File: config.mk
export PLATFORM = sky130hd
export DESIGN_NAME = decode_exec_pipe_reg
export DESIGN_NICKNAME = d
export VERILOG_FILES = /design/src/rtl/cpu_pipe_pkg.sv /design/src/rtl/pipe_skid_buffer.sv /design/src/rtl/decode_exec_pipe_reg.sv
export SDC_FILE = /design/constraint.sdc
export NUM_CORES = 1
export LEC_CHECK = 0
export CAP_MARGIN = 25
export CORE_ASPECT_RATIO = 0.75
export CORE_MARGIN = 1
export CORE_UTILIZATION = 30
export DETAILED_ROUTE_END_ITERATION = 10
export HOLD_SLACK_MARGIN = 0.15
export PLACE_DENSITY = 0.49
export RECOVER_POWER = 25
export SYNTH_ARGS = -nofsm -noshare
export SYNTH_HDL_FRONTEND = slang
export SYNTH_SLANG_ARGS = --single-unit
File: constraint.sdc
create_clock -name CLK -period 3.95 [get_ports CLK]
set_input_delay 0.79 -clock CLK [delete_from_list [all_inputs] [get_ports CLK]]
set_output_delay 0.79 -clock CLK [all_outputs]
set_load 0.03 [all_outputs]
File: src/rtl/cpu_pipe_pkg.sv
// Shared widths, control-field encodings and payload sizing for the 8-bit CPU pipeline.
package cpu_pipe_pkg;

    localparam int REG_ADDR_W = 4;
    localparam int DATA_W     = 8;
    localparam int ADDR_W     = 8;
    localparam int PC_W       = 8;
    localparam int ALU_CTL_W  = 3;
    localparam int CTL2_W     = 2;

    typedef enum logic [1:0] {
        JCTL_NONE = 2'b00,
        JCTL_JMP  = 2'b01,
        JCTL_JZ   = 2'b10,
        JCTL_JNZ  = 2'b11
    } jctl_e;

    typedef enum logic [1:0] {
        IM_NONE = 2'b00,
        IM_LOW  = 2'b01,
        IM_HIGH = 2'b10,
        IM_FULL = 2'b11
    } im_ctl_e;

    typedef enum logic [1:0] {
        STK_NONE = 2'b00,
        STK_PUSH = 2'b01,
        STK_POP  = 2'b10,
        STK_CALL = 2'b11
    } stack_ctl_e;

    // Three register addresses, three 2-bit mode fields and five 1-bit enables/selects.
    function automatic int payload_width(input int ra_w, input int d_w, input int a_w,
                                         input int pc_w, input int alu_w);
        return 3 * ra_w + d_w + a_w + pc_w + alu_w + 3 * CTL2_W + 5;
    endfunction

    localparam int PAYLOAD_W = payload_width(REG_ADDR_W, DATA_W, ADDR_W, PC_W, ALU_CTL_W);

endpackage

File: src/rtl/pipe_skid_buffer.sv
// Generic two-slot (main + skid) valid/ready register; in_ready comes straight from the skid valid flop.
module pipe_skid_buffer #(
    parameter int W = 8
) (
    input  logic         CLK,
    input  logic         RST,
    input  logic         flush,
    input  logic         in_valid,
    output logic         in_ready,
    input  logic [W-1:0] in_data,
    output logic         out_valid,
    input  logic         out_ready,
    output logic [W-1:0] out_data
);

    logic         vld_p0;
    logic         vld_p1;
    logic [W-1:0] main_p0;
    logic [W-1:0] skid_p1;
    logic         accept;
    logic         drain;

    assign accept = in_valid & ~vld_p1;
    assign drain  = vld_p0 & out_ready;

    // Stage boundary: main slot drives execute, skid slot absorbs the beat in flight during a stall.
    always_ff @(negedge CLK) begin
        if (RST) begin
            vld_p0  <= 1'b0;
            vld_p1  <= 1'b0;
            main_p0 <= '0;
            skid_p1 <= '0;
        end else if (flush) begin
            vld_p0 <= 1'b0;
            vld_p1 <= 1'b0;
        end else if (vld_p1) begin
            if (drain) begin
                main_p0 <= skid_p1;
                vld_p1  <= 1'b0;
            end
        end else if (accept) begin
            if (!vld_p0 || drain) begin
                main_p0 <= in_data;
                vld_p0  <= 1'b1;
            end else begin
                skid_p1 <= in_data;
                vld_p1  <= 1'b1;
            end
        end else if (drain) begin
            vld_p0 <= 1'b0;
        end
    end

    assign in_ready  = ~vld_p1;
    assign out_valid = vld_p0;
    assign out_data  = main_p0;

endmodule

File: src/rtl/decode_exec_pipe_reg.sv
// Decode-to-execute register: packs the decoded bundle through a skid buffer, handles flush,
// masks side-effecting enables on empty slots and counts stalled edges for debug.
module decode_exec_pipe_reg #(
    parameter int REG_ADDR_W  = cpu_pipe_pkg::REG_ADDR_W,
    parameter int DATA_W      = cpu_pipe_pkg::DATA_W,
    parameter int ADDR_W      = cpu_pipe_pkg::ADDR_W,
    parameter int PC_W        = cpu_pipe_pkg::PC_W,
    parameter int ALU_CTL_W   = cpu_pipe_pkg::ALU_CTL_W,
    parameter int STALL_CNT_W = 8
) (
    input  logic                   CLK,
    input  logic                   RST,
    input  logic                   in_valid,
    output logic                   in_ready,
    input  logic [REG_ADDR_W-1:0]  a_addr_in,
    input  logic [REG_ADDR_W-1:0]  b_addr_in,
    input  logic [REG_ADDR_W-1:0]  c_addr_in,
    input  logic [DATA_W-1:0]      immediate_val_in,
    input  logic [ADDR_W-1:0]      addr_in,
    input  logic [PC_W-1:0]        PC_in,
    input  logic [ALU_CTL_W-1:0]   alu_control_in,
    input  logic [1:0]             JCTL_in,
    input  logic [1:0]             im_ctl_in,
    input  logic [1:0]             stack_ctl_in,
    input  logic                   reg_write_in,
    input  logic                   data_read_in,
    input  logic                   data_write_in,
    input  logic                   reg_addr_in,
    input  logic                   stack_command_in,
    input  logic                   flush,
    output logic                   out_valid,
    input  logic                   out_ready,
    output logic [REG_ADDR_W-1:0]  a_addr,
    output logic [REG_ADDR_W-1:0]  b_addr,
    output logic [REG_ADDR_W-1:0]  c_addr,
    output logic [DATA_W-1:0]      immediate_val,
    output logic [ADDR_W-1:0]      addr,
    output logic [PC_W-1:0]        PC,
    output logic [ALU_CTL_W-1:0]   alu_control,
    output logic [1:0]             JCTL,
    output logic [1:0]             im_ctl,
    output logic [1:0]             stack_ctl,
    output logic                   reg_write,
    output logic                   data_read,
    output logic                   data_write,
    output logic                   reg_addr,
    output logic                   stack_command,
    output logic [STALL_CNT_W-1:0] stall_count
);

    import cpu_pipe_pkg::payload_width;

    localparam int PAYLOAD_W = payload_width(REG_ADDR_W, DATA_W, ADDR_W, PC_W, ALU_CTL_W);

    logic [PAYLOAD_W-1:0]   payload_in;
    logic [PAYLOAD_W-1:0]   payload_p0;
    logic                   vld_p0;
    logic                   reg_write_p0;
    logic                   data_read_p0;
    logic                   data_write_p0;
    logic                   stack_command_p0;
    logic [STALL_CNT_W-1:0] stall_cnt_p0;

    assign payload_in = {a_addr_in, b_addr_in, c_addr_in, immediate_val_in, addr_in, PC_in,
                         alu_control_in, JCTL_in, im_ctl_in, stack_ctl_in,
                         reg_write_in, data_read_in, data_write_in, reg_addr_in, stack_command_in};

    pipe_skid_buffer #(
        .W(PAYLOAD_W)
    ) u_skid (
        .CLK      (CLK),
        .RST      (RST),
        .flush    (flush),
        .in_valid (in_valid),
        .in_ready (in_ready),
        .in_data  (payload_in),
        .out_valid(vld_p0),
        .out_ready(out_ready),
        .out_data (payload_p0)
    );

    assign {a_addr, b_addr, c_addr, immediate_val, addr, PC,
            alu_control, JCTL, im_ctl, stack_ctl,
            reg_write_p0, data_read_p0, data_write_p0, reg_addr, stack_command_p0} = payload_p0;

    // A squashed or empty slot keeps its stale payload, so anything with side effects is masked.
    assign out_valid     = vld_p0;
    assign reg_write     = reg_write_p0 & vld_p0;
    assign data_read     = data_read_p0 & vld_p0;
    assign data_write    = data_write_p0 & vld_p0;
    assign stack_command = stack_command_p0 & vld_p0;

    // Stage boundary: debug stall counter, sticky at all-ones until reset.
    always_ff @(negedge CLK) begin
        if (RST) begin
            stall_cnt_p0 <= '0;
        end else if (vld_p0 && !out_ready && (stall_cnt_p0 != '1)) begin
            stall_cnt_p0 <= stall_cnt_p0 + STALL_CNT_W'(1);
        end
    end

    assign stall_count = stall_cnt_p0;

endmodule

* After elaboration in Yosys (flattened, before gate mapping)
Cells that the tools add are included.
Operators by class: eq/ne operators 3, bitwise operators 9, reductions and logical operators 12, $add $sub $neg 1, mux-type cells 11
Operator list (number):
- 2-to-1 mux 50 bit | 4
- adder 8 x 1 -> 8 bit, second input constant | 1
- != test 8 bit, second input constant | 1
- AND reduction 4 bit | 2
- 2-to-1 mux 1 bit | 7
- AND 1 bit | 6
- nonzero test 2 bit | 3
- != test 2 bit, second input constant | 2
- inverter 1 bit | 3
- AND reduction 3 bit | 1
- logical AND 1 bit | 2
- logical NOT 1 bit | 2
- OR reduction 2 bit | 1
- logical OR 1 bit | 1
Storage, ports and cells: flip-flop bits (word level) 110, output and inout bits 60, bits of input ports 55, word-level logic and storage cells 41

* Longest topological paths before layout
Gate-level depths: netlist of the first run.
word-level depth 5, depth in mapped cells 5, depth with buffers taken out 4

* Hierarchy
From an unflattened synthesis of the first run, not the netlist that was laid out.
Unflattened totals: cells, all modules 554, area, all modules 5469.0 sq um
Modules (own cells, without submodules):
- pipe_skid_buffer | sequential area each 2042.0 sq um, instances 1, cells an instance 502, area each 5043.6 sq um
- decode_exec_pipe_reg | sequential area each 160.2 sq um, instances 1, cells an instance 52, area each 425.4 sq um

==> impl_metrics.toml, run 1 <==
[run_status]
status = "finished, final reports clean"

[worst_hold_path]
hold_class = "reg -> reg"
hold_end = "u_skid.skid_p1[40]$_SDFFE_NP0P_"
min_from = "u_skid.skid_p1[40]$_SDFFE_NP0P_"
holdPathStages = 2

[die]
die_y_um = 118
die_w_um = 157
start_util_pct = 30.7
io_pins = 115
coreArea_um2 = 17700
dieArea_um2 = 18600
rows = 42

[clock_network]
clockBufferDepth = 2
cts.clk_slew.worst_paths_ns = 0.04
clkLatencyLatePin_ns = 0.42
cts_tree = "done"
hold_buffers = 0
cts_buffers = 9
h-tree-depth = 3
cts.sinks = 110
root_buffer = "clkbuf_16"

[logic_synthesis]
ys_types = 35
synthArstFlopShare_pct = 0
synthFlopType = "dfxtp_1"
synth-edff-count = 0
synthTopCellsByArea = "dfxtp_1 (41%), mux2_1 (11%), buf_4 (6.4%), a31oi_1 (5.9%), nor4_1 (5.9%)"
syn-num-nets = 689
synth_top_area_share_pct = 40.7
syn_area_per_cell_um2 = 8.56
yosysSeqAreaShare_pct = 40.7
synth-seq-cells = 110
netlist_top_cells_count = "dfxtp_1 (110), a21oi_1 (53), nor3_1 (53)"
netlist_instances = 633
yosys.area.top_type = "dfxtp_1"
yosysWarnings = 0
yosysMostFrequentCell = "dfxtp_1"
syn-cell-area_um2 = 5420

[routing]
first_iter_violations = 346
vias_per_cell = 5.25
route.detailed.drc = 0
vias = 5405
drt-pass1-iter-count = 5
routed_wl_um = 16800
ant_nets = 0
wl_per_cell_um = 16.3

[cells_and_area]
nNetsFinal = 840
fin_cells = 1029
diodes = 0
fill_cells = 1785
multiInputGateArea_um2 = 2590
drive_above_1_share_pct = 10.4
syn_to_final_growth_pct = 34.7
seqCellArea_um2 = 2210
post-route-util_pct = 41.3

[sta]
slew_violations = 0
rsz0062_at_grt = "no"
fin_ws_ns = 0.0304
hold_viol = 0
fin_skew_ns = 0.0142
finalSetupViolCount = 0
worstMarginPinSlew_ns = 0.804
timing.slew.headroom_pct = 46.4
whs_ns = 0.473

[run]
drv_cap = 0

[setup_path]
cpLargestDelayFamily = "buffers and inverters"
r2r_cells = 5
max_stage_delay_ns = 0.39
required_ns = 3.16
ff2ff_setup_slack_ns = 1.90
worstPathMaxFanout = 2
path_cells = "clkdlybuf4s15_1"
endpoint_kind = "primary output"
cp.depth = 1
critical_path_arrival_ns = 3.13
cp_slowest_cell = "clkdlybuf4s15_1"
crit_path_start_kind = "register"
path_class = "reg -> out"
critPathBufInv = 1
r2r-end = "u_skid.out_data[16]$_SDFFE_NP0P_"
rr_startpoint = "u_skid.vld_p1$_SDFF_NP0_"

[place]
gp_congestion = 0.776
placement.io_buffers = 114
place_hpwl_um = 10200
place_ws_ns = -0.356
placed_cells = 904

[grt]
gr-total-overflow = 0
grt_pass1_wl_um = 27400
grt_max_degree = 62
grt_usage_pct = 18.3
first_global_vias = 5670
antenna_found_initial = 0

[pwr]
powerDensity_nw_per_um2 = 397
p_leak_nw = 2.97
total_power_w = 0.00290
vdd_drop_max_mv = 0.225
## cell families (layout without fill, tap and decap cells)
group           after synthesis  count (layout)  share of synthesized area [%]
compound gates              165             165                           17.0
mux                          55              55                           11.4
fa+ha+maj                     1               1                          0.231
simple gates                178             178                           18.3
buf+inv                     124             278                           12.4
flops                       110             110                           40.7
## worst max-delay path by stage
stage | start | to | slack (ns)
after floorplan | u_skid.out_valid$_SDFFE_NP0P_ | data_read | 0.1
after global placement | in_valid | u_skid.skid_p1[20]$_SDFFE_NP0P_ | -0.32
after detailed placement | in_valid | u_skid.skid_p1[23]$_SDFFE_NP0P_ | -0.36
after CTS | u_skid.out_data[10]$_SDFFE_NP0P_ | JCTL[1] | 0.004
after global routing | u_skid.out_data[16]$_SDFFE_NP0P_ | PC[2] | 0.0004
final | u_skid.out_data[6]$_SDFFE_NP0P_ | stack_ctl[1] | 0.03
## what timing repair did
item | CTS | global route
setup endpoints to repair | 57 | 30
gates resized for setup | 73 | 30
buffers inserted | 0 | 2
## flip-flops by register name, summed over array words and instances, names as in the netlist
| signal | cells |
|---|---|
| u_skid.out_data | 50 |
| u_skid.skid_p1 | 50 |
| stall_count | 8 |
| u_skid.out_valid | 1 |
| u_skid.vld_p1 | 1 |
## stage by stage
step                      instance area [µm²]  setup TNS (ns)
after floorplan                          5420               0
after CTS                                7330               0
after global placement                   6710          -30.85
after detailed placement                 6710          -32.52
after global routing                     7300               0
final                                    7300               0
## layout make-up
class	instances	area share, %
multi-input combinational	399	35.5
sequential	110	30.3
timing repair buffer	150	20.7
clock inverter	115	6.10
tap	242	4.15
clock buffer	9	3.09
inverter	4	0.223
## power breakdown
part           leakage (nW)  total, W  internal, W  switching [W]
Sequential            0.898   0.00119      0.00116      0.0000262
Combinational          1.36  0.000420     0.000178       0.000242
Clock                 0.717   0.00129     0.000571       0.000718
## cell usage in the layout (no fill, tap or decap), drive strengths merged, types with 2 or more instances in the layout
master / synthesis / routed
a41oi: 2 / 2
mux2i: 2 / 2
mux2: 53 / 53
nor3: 53 / 53
dfxtp: 110 / 110
nor4: 51 / 51
a21oi: 53 / 53
o21a: 2 / 2
o21ai: 51 / 51
dlygate4sd2: 0 / 22
buf: 71 / 43
nand2b: 5 / 5
clkdlybuf4s50: 0 / 51
inv: 5 / 117
nor2b: 2 / 2
clkbuf: 48 / 19
nand3: 51 / 51
and2: 5 / 5
clkdlybuf4s15: 0 / 23
nor2: 3 / 3
a311oi: 3 / 3
a31oi: 51 / 51
## routing by layer
layer  track usage, %  vias to the layer above  part of all wire [%]
li1                 -                     2618                     -
met1             23.4                     2611                    48
met3             6.38                       11                   5.8
met2             27.9                      165                    45
met5                0                        -                     0
met4             7.65                        0                  0.93
(Power assumes the default switching activity.)
==> run 2: changes to the inputs <==
--- a/config.mk
+++ b/config.mk
@@ -12,2 +12,3 @@
 export DETAILED_ROUTE_END_ITERATION = 10
+export GPL_ROUTABILITY_DRIVEN = 1
 export HOLD_SLACK_MARGIN = 0.15
@@ -15,2 +16,3 @@
 export RECOVER_POWER = 25
+export SLEW_MARGIN = 0
 export SYNTH_ARGS = -nofsm -noshare
--- a/constraint.sdc
+++ b/constraint.sdc
@@ -3,2 +3,2 @@
 set_output_delay 0.79 -clock CLK [all_outputs]
-set_load 0.03 [all_outputs]
+set_load 0.02 [all_outputs]
==> impl_metrics.toml, run 2 (synthesis gave the netlist of run 1 again) <==
[clock_network]
cts_buffers = 9
h-tree-depth = 3
cts.sinks = 110
root_buffer = "clkbuf_16"
cts.clk_slew.worst_paths_ns = 0.04
cts_tree = "done"
hold_buffers = 0
clkLatencyLatePin_ns = 0.43
clockBufferDepth = 2

[routing]
route.detailed.drc = 0
routed_wl_um = 16900
first_iter_violations = 389
wl_per_cell_um = 16.5
ant_nets = 0
vias_per_cell = 5.24
vias = 5386
drt-pass1-iter-count = 4

[grt]
grt_max_degree = 67
antenna_found_initial = 0
gr-total-overflow = 0
grt_usage_pct = 18.8
first_global_vias = 5664
grt_pass1_wl_um = 27700

[sta]
slew_violations = 0
timing.slew.headroom_pct = 45.5
hold_viol = 0
rsz0062_at_grt = "no"
finalSetupViolCount = 0
fin_skew_ns = 0.0217
worstMarginPinSlew_ns = 0.817

[setup_path]
max_stage_delay_ns = 0.38
critical_path_arrival_ns = 3.11
crit_path_start_kind = "register"
endpoint_kind = "primary output"
critPathBufInv = 1
worstPathMaxFanout = 2
cp_slowest_cell = "dfxtp_1"
path_class = "reg -> out"
path_cells = "clkdlybuf4s15_1"
required_ns = 3.16
cpLargestDelayFamily = "flip-flops"

[pwr]
vdd_drop_max_mv = 0.189
p_leak_nw = 3.01
powerDensity_nw_per_um2 = 416

[cells_and_area]
layout_common_cells = "inv_1 (112), dfxtp_1 (108), nor3_1 (53), a21oi_1 (53), mux2_1 (52)"
syn_to_final_growth_pct = 34.1
fin_cells = 1028
post-route-util_pct = 41.1
final_common_cell = "inv_1"
nNetsFinal = 837
diodes = 0
drive_above_1_share_pct = 8.91

[die]
coreArea_um2 = 17700
start_util_pct = 30.7
die_w_um = 157
die_y_um = 118
io_pins = 115
rows = 42
dieArea_um2 = 18600

[run_status]
status = "finished, final reports clean"

[worst_hold_path]
hold_class = "reg -> reg"

[place]
placement.io_buffers = 114
gp_congestion = 0.774
placed_cells = 903
place_hpwl_um = 10100

[run]
drv_cap = 0
[run 2: changes by cell type in the layout (fill, tap and decap cells not counted), sizes merged, moves of 2 or more]
cell / previous run / this run
buf: 43 / 34
dlygate4sd2: 22 / 45
clkdlybuf4s15: 23 / 6
clkinvlp: 1 / 3
inv: 117 / 115
bufinv: 0 / 2
clkbuf: 19 / 21
[run 2: what timing repair did]
action	in CTS	in global routing
buffers inserted	0	0
resized for setup	80	17
gates cloned	0	0
endpoints found under the hold margin	0	0
endpoints found under the setup margin	61	54
[run 2: metrics by stage]
step	setup slack, ns	hold WS [ns]	cell area, µm²	setup TNS [ns]	power (W)
after floorplan	0.242	0.456	5420	0	0.00161
after global placement	-0.416	0.462	6670	-34.24	0.00178
after detailed placement	-0.452	0.472	6670	-36.75	0.00179
after CTS	0.00183	0.476	7310	0	0.00309
after global routing	0.00140	0.489	7270	0	0.00324
final	0.0546	0.470	7270	0	0.00302
[run 2: per-layer routing]
layer  vias to the layer above  routed length (µm)  part of all wire, %  global-route usage, %
met4                         0                 126                 0.74                   7.95
met3                         8                 853                  5.0                   6.60
met5                         -                   0                    0                      0
li1                       2612                   -                    -                      -
met1                      2608                8450                   50                   24.6
met2                       158                7510                   44                   27.9
[run 2: where the power goes]
part | internal (W) | switching [W]
registers | 0.00116 | 0.0000256
logic | 0.000170 | 0.000219
clock network | 0.000706 | 0.000744
[run 2: cell type report]
cell class | count | area [µm²]
clock buffers | 9 | 225
clock inverters | 117 | 508
fillers | 1834 | 10400
inverters | 4 | 16.3
multi-input cells | 399 | 2600
flip-flops and latches | 110 | 2200
well taps | 242 | 303
repair buffers | 147 | 1410
[run 2: path summary, 6_finish.rpt]
check	startpoint	end	slack (ns)	cells after the start
hold / removal	u_skid.skid_p1[48]$_SDFFE_NP0P_	u_skid.skid_p1[48]$_SDFFE_NP0P_	0.47	2
setup reg to reg	u_skid.vld_p1$_SDFF_NP0_	u_skid.out_data[49]$_SDFFE_NP0P_	1.64	5
hold reg to reg	u_skid.skid_p1[48]$_SDFFE_NP0P_	u_skid.skid_p1[48]$_SDFFE_NP0P_	0.47	2
setup / recovery	u_skid.out_data[46]$_SDFFE_NP0P_	a_addr[0]	0.05	1
==> run 3: changes to the inputs <==
Settings changed: CELL_PAD_IN_SITES_DETAIL_PLACEMENT set to 0, CELL_PAD_IN_SITES_GLOBAL_PLACEMENT set to 2, PLACE_DENSITY 0.49 to 0.77.
==> impl_metrics.toml, run 3 (synthesis gave the netlist of run 1 again) <==
[run_status]
status = "finished, final reports clean"

[setup_path]
cp_slowest_cell = "dlygate4sd2_1"
path_cells = "dlygate4sd2_1"
critPathBufInv = 1
endpoint_kind = "primary output"
cpLargestDelayFamily = "buffers and inverters"
max_stage_delay_ns = 0.39
crit_path_start_kind = "register"
required_ns = 3.16
worstPathMaxFanout = 2
critical_path_arrival_ns = 3.10
path_class = "reg -> out"

[clock_network]
cts.clk_slew.worst_paths_ns = 0.04
clockBufferDepth = 2
h-tree-depth = 3
cts_setup_buffers = 0
cts_buffers = 9
root_buffer = "clkbuf_16"
clkLatencyLatePin_ns = 0.42
cts.sinks = 110
cts_tree = "done"

[routing]
routed_wl_um = 16900
route.detailed.drc = 0
ant_nets = 0
vias = 5329
vias_per_cell = 5.19
first_iter_violations = 277
wl_per_cell_um = 16.5
drt-pass1-iter-count = 4

[run]
drv_cap = 0

[sta]
finalSetupTns_ns = 0
finalSetupViolCount = 0
rsz0062_at_grt = "no"
hold_viol = 0
fin_skew_ns = 0.0186
timing.slew.headroom_pct = 46.3
slew_violations = 0
fin_ws_ns = 0.0584
worstMarginPinSlew_ns = 0.806

[die]
start_util_pct = 30.7
coreArea_um2 = 17700
io_pins = 115
die_w_um = 157
die_y_um = 118
rows = 42
dieArea_um2 = 18600

[cells_and_area]
syn_to_final_growth_pct = 33.0
drive_above_1_share_pct = 8.05
nNetsFinal = 834
fill_cells = 1836
fin_cells = 1026
seqCellArea_um2 = 2200
layout_common_cells = "inv_1 (114), dfxtp_1 (108), nor3_1 (53), a21oi_1 (53), mux2_1 (52)"
multiInputGateArea_um2 = 2560
final_common_cell = "inv_1"

[place]
place_ws_ns = -0.384
gp_congestion = 0.819
placed_cells = 899
placement.io_buffers = 114
place_hpwl_um = 9840

[grt]
first_global_vias = 5637
gr-total-overflow = 0
grt_usage_pct = 18.5
grt_pass1_wl_um = 27500
antenna_found_initial = 2
grt_max_degree = 57

[worst_hold_path]
hold_class = "reg -> reg"

[pwr]
vdd_drop_max_mv = 0.204
total_power_w = 0.00293
powerDensity_nw_per_um2 = 407
p_leak_nw = 3.01
==> run 3: path summary, 6_finish.rpt <==
path	startpoint	end	slack [ns]	depth (start not counted)
setup / recovery	u_skid.out_data[45]$_SDFFE_NP0P_	b_addr[3]	0.06	1
hold / removal	u_skid.skid_p1[15]$_SDFFE_NP0P_	u_skid.skid_p1[15]$_SDFFE_NP0P_	0.47	2
setup reg to reg	u_skid.vld_p1$_SDFF_NP0_	u_skid.out_data[16]$_SDFFE_NP0P_	1.91	5
hold reg to reg	u_skid.skid_p1[15]$_SDFFE_NP0P_	u_skid.skid_p1[15]$_SDFFE_NP0P_	0.47	2
==> run 3: through the flow <==
step	utilization (%)	area [µm²]	hold WS [ns]
final	40.8	7200	0.473
after floorplan	-	5420	0.456
after global routing	40.8	7200	0.497
after global placement	37.5	6630	0.462
after CTS	41.0	7230	0.476
after detailed placement	37.5	6630	0.471
==> run 3: what timing repair did <==
| action | in CTS | in global routing |
|---|---|---|
| setup endpoints to repair | 60 | 52 |
| pin swaps | 0 | 1 |
| gates resized for setup | 80 | 11 |
| gates cloned | 0 | 1 |
| hold buffers | 0 | 0 |
==> run 3: report_power, final <==
group	switching, W	internal, W
combinational	0.000217	0.000169
sequential	0.0000216	0.00116
clock	0.000726	0.000635
total	0.000965	0.00196
==> run 3: cell type report <==
class | count | share of cell area (%)
clock buffer | 9 | 3.13
multi-input combinational | 399 | 35.6
antenna | 1 | 0.0347
inverter | 4 | 0.208
sequential | 110 | 30.6
clock inverter | 117 | 6.60
tap | 242 | 4.20
timing repair buffer | 144 | 19.6
==> run 3: per-layer routing <==
layer	routed length, µm	share of wire, %	vias up	global-route usage, %
met5	0	0	-	0
met4	170	1.0	0	8.13
met3	1130	6.7	14	8.69
met2	7270	43	153	26.2
met1	8340	49	2544	23.7
li1	-	-	2618	-
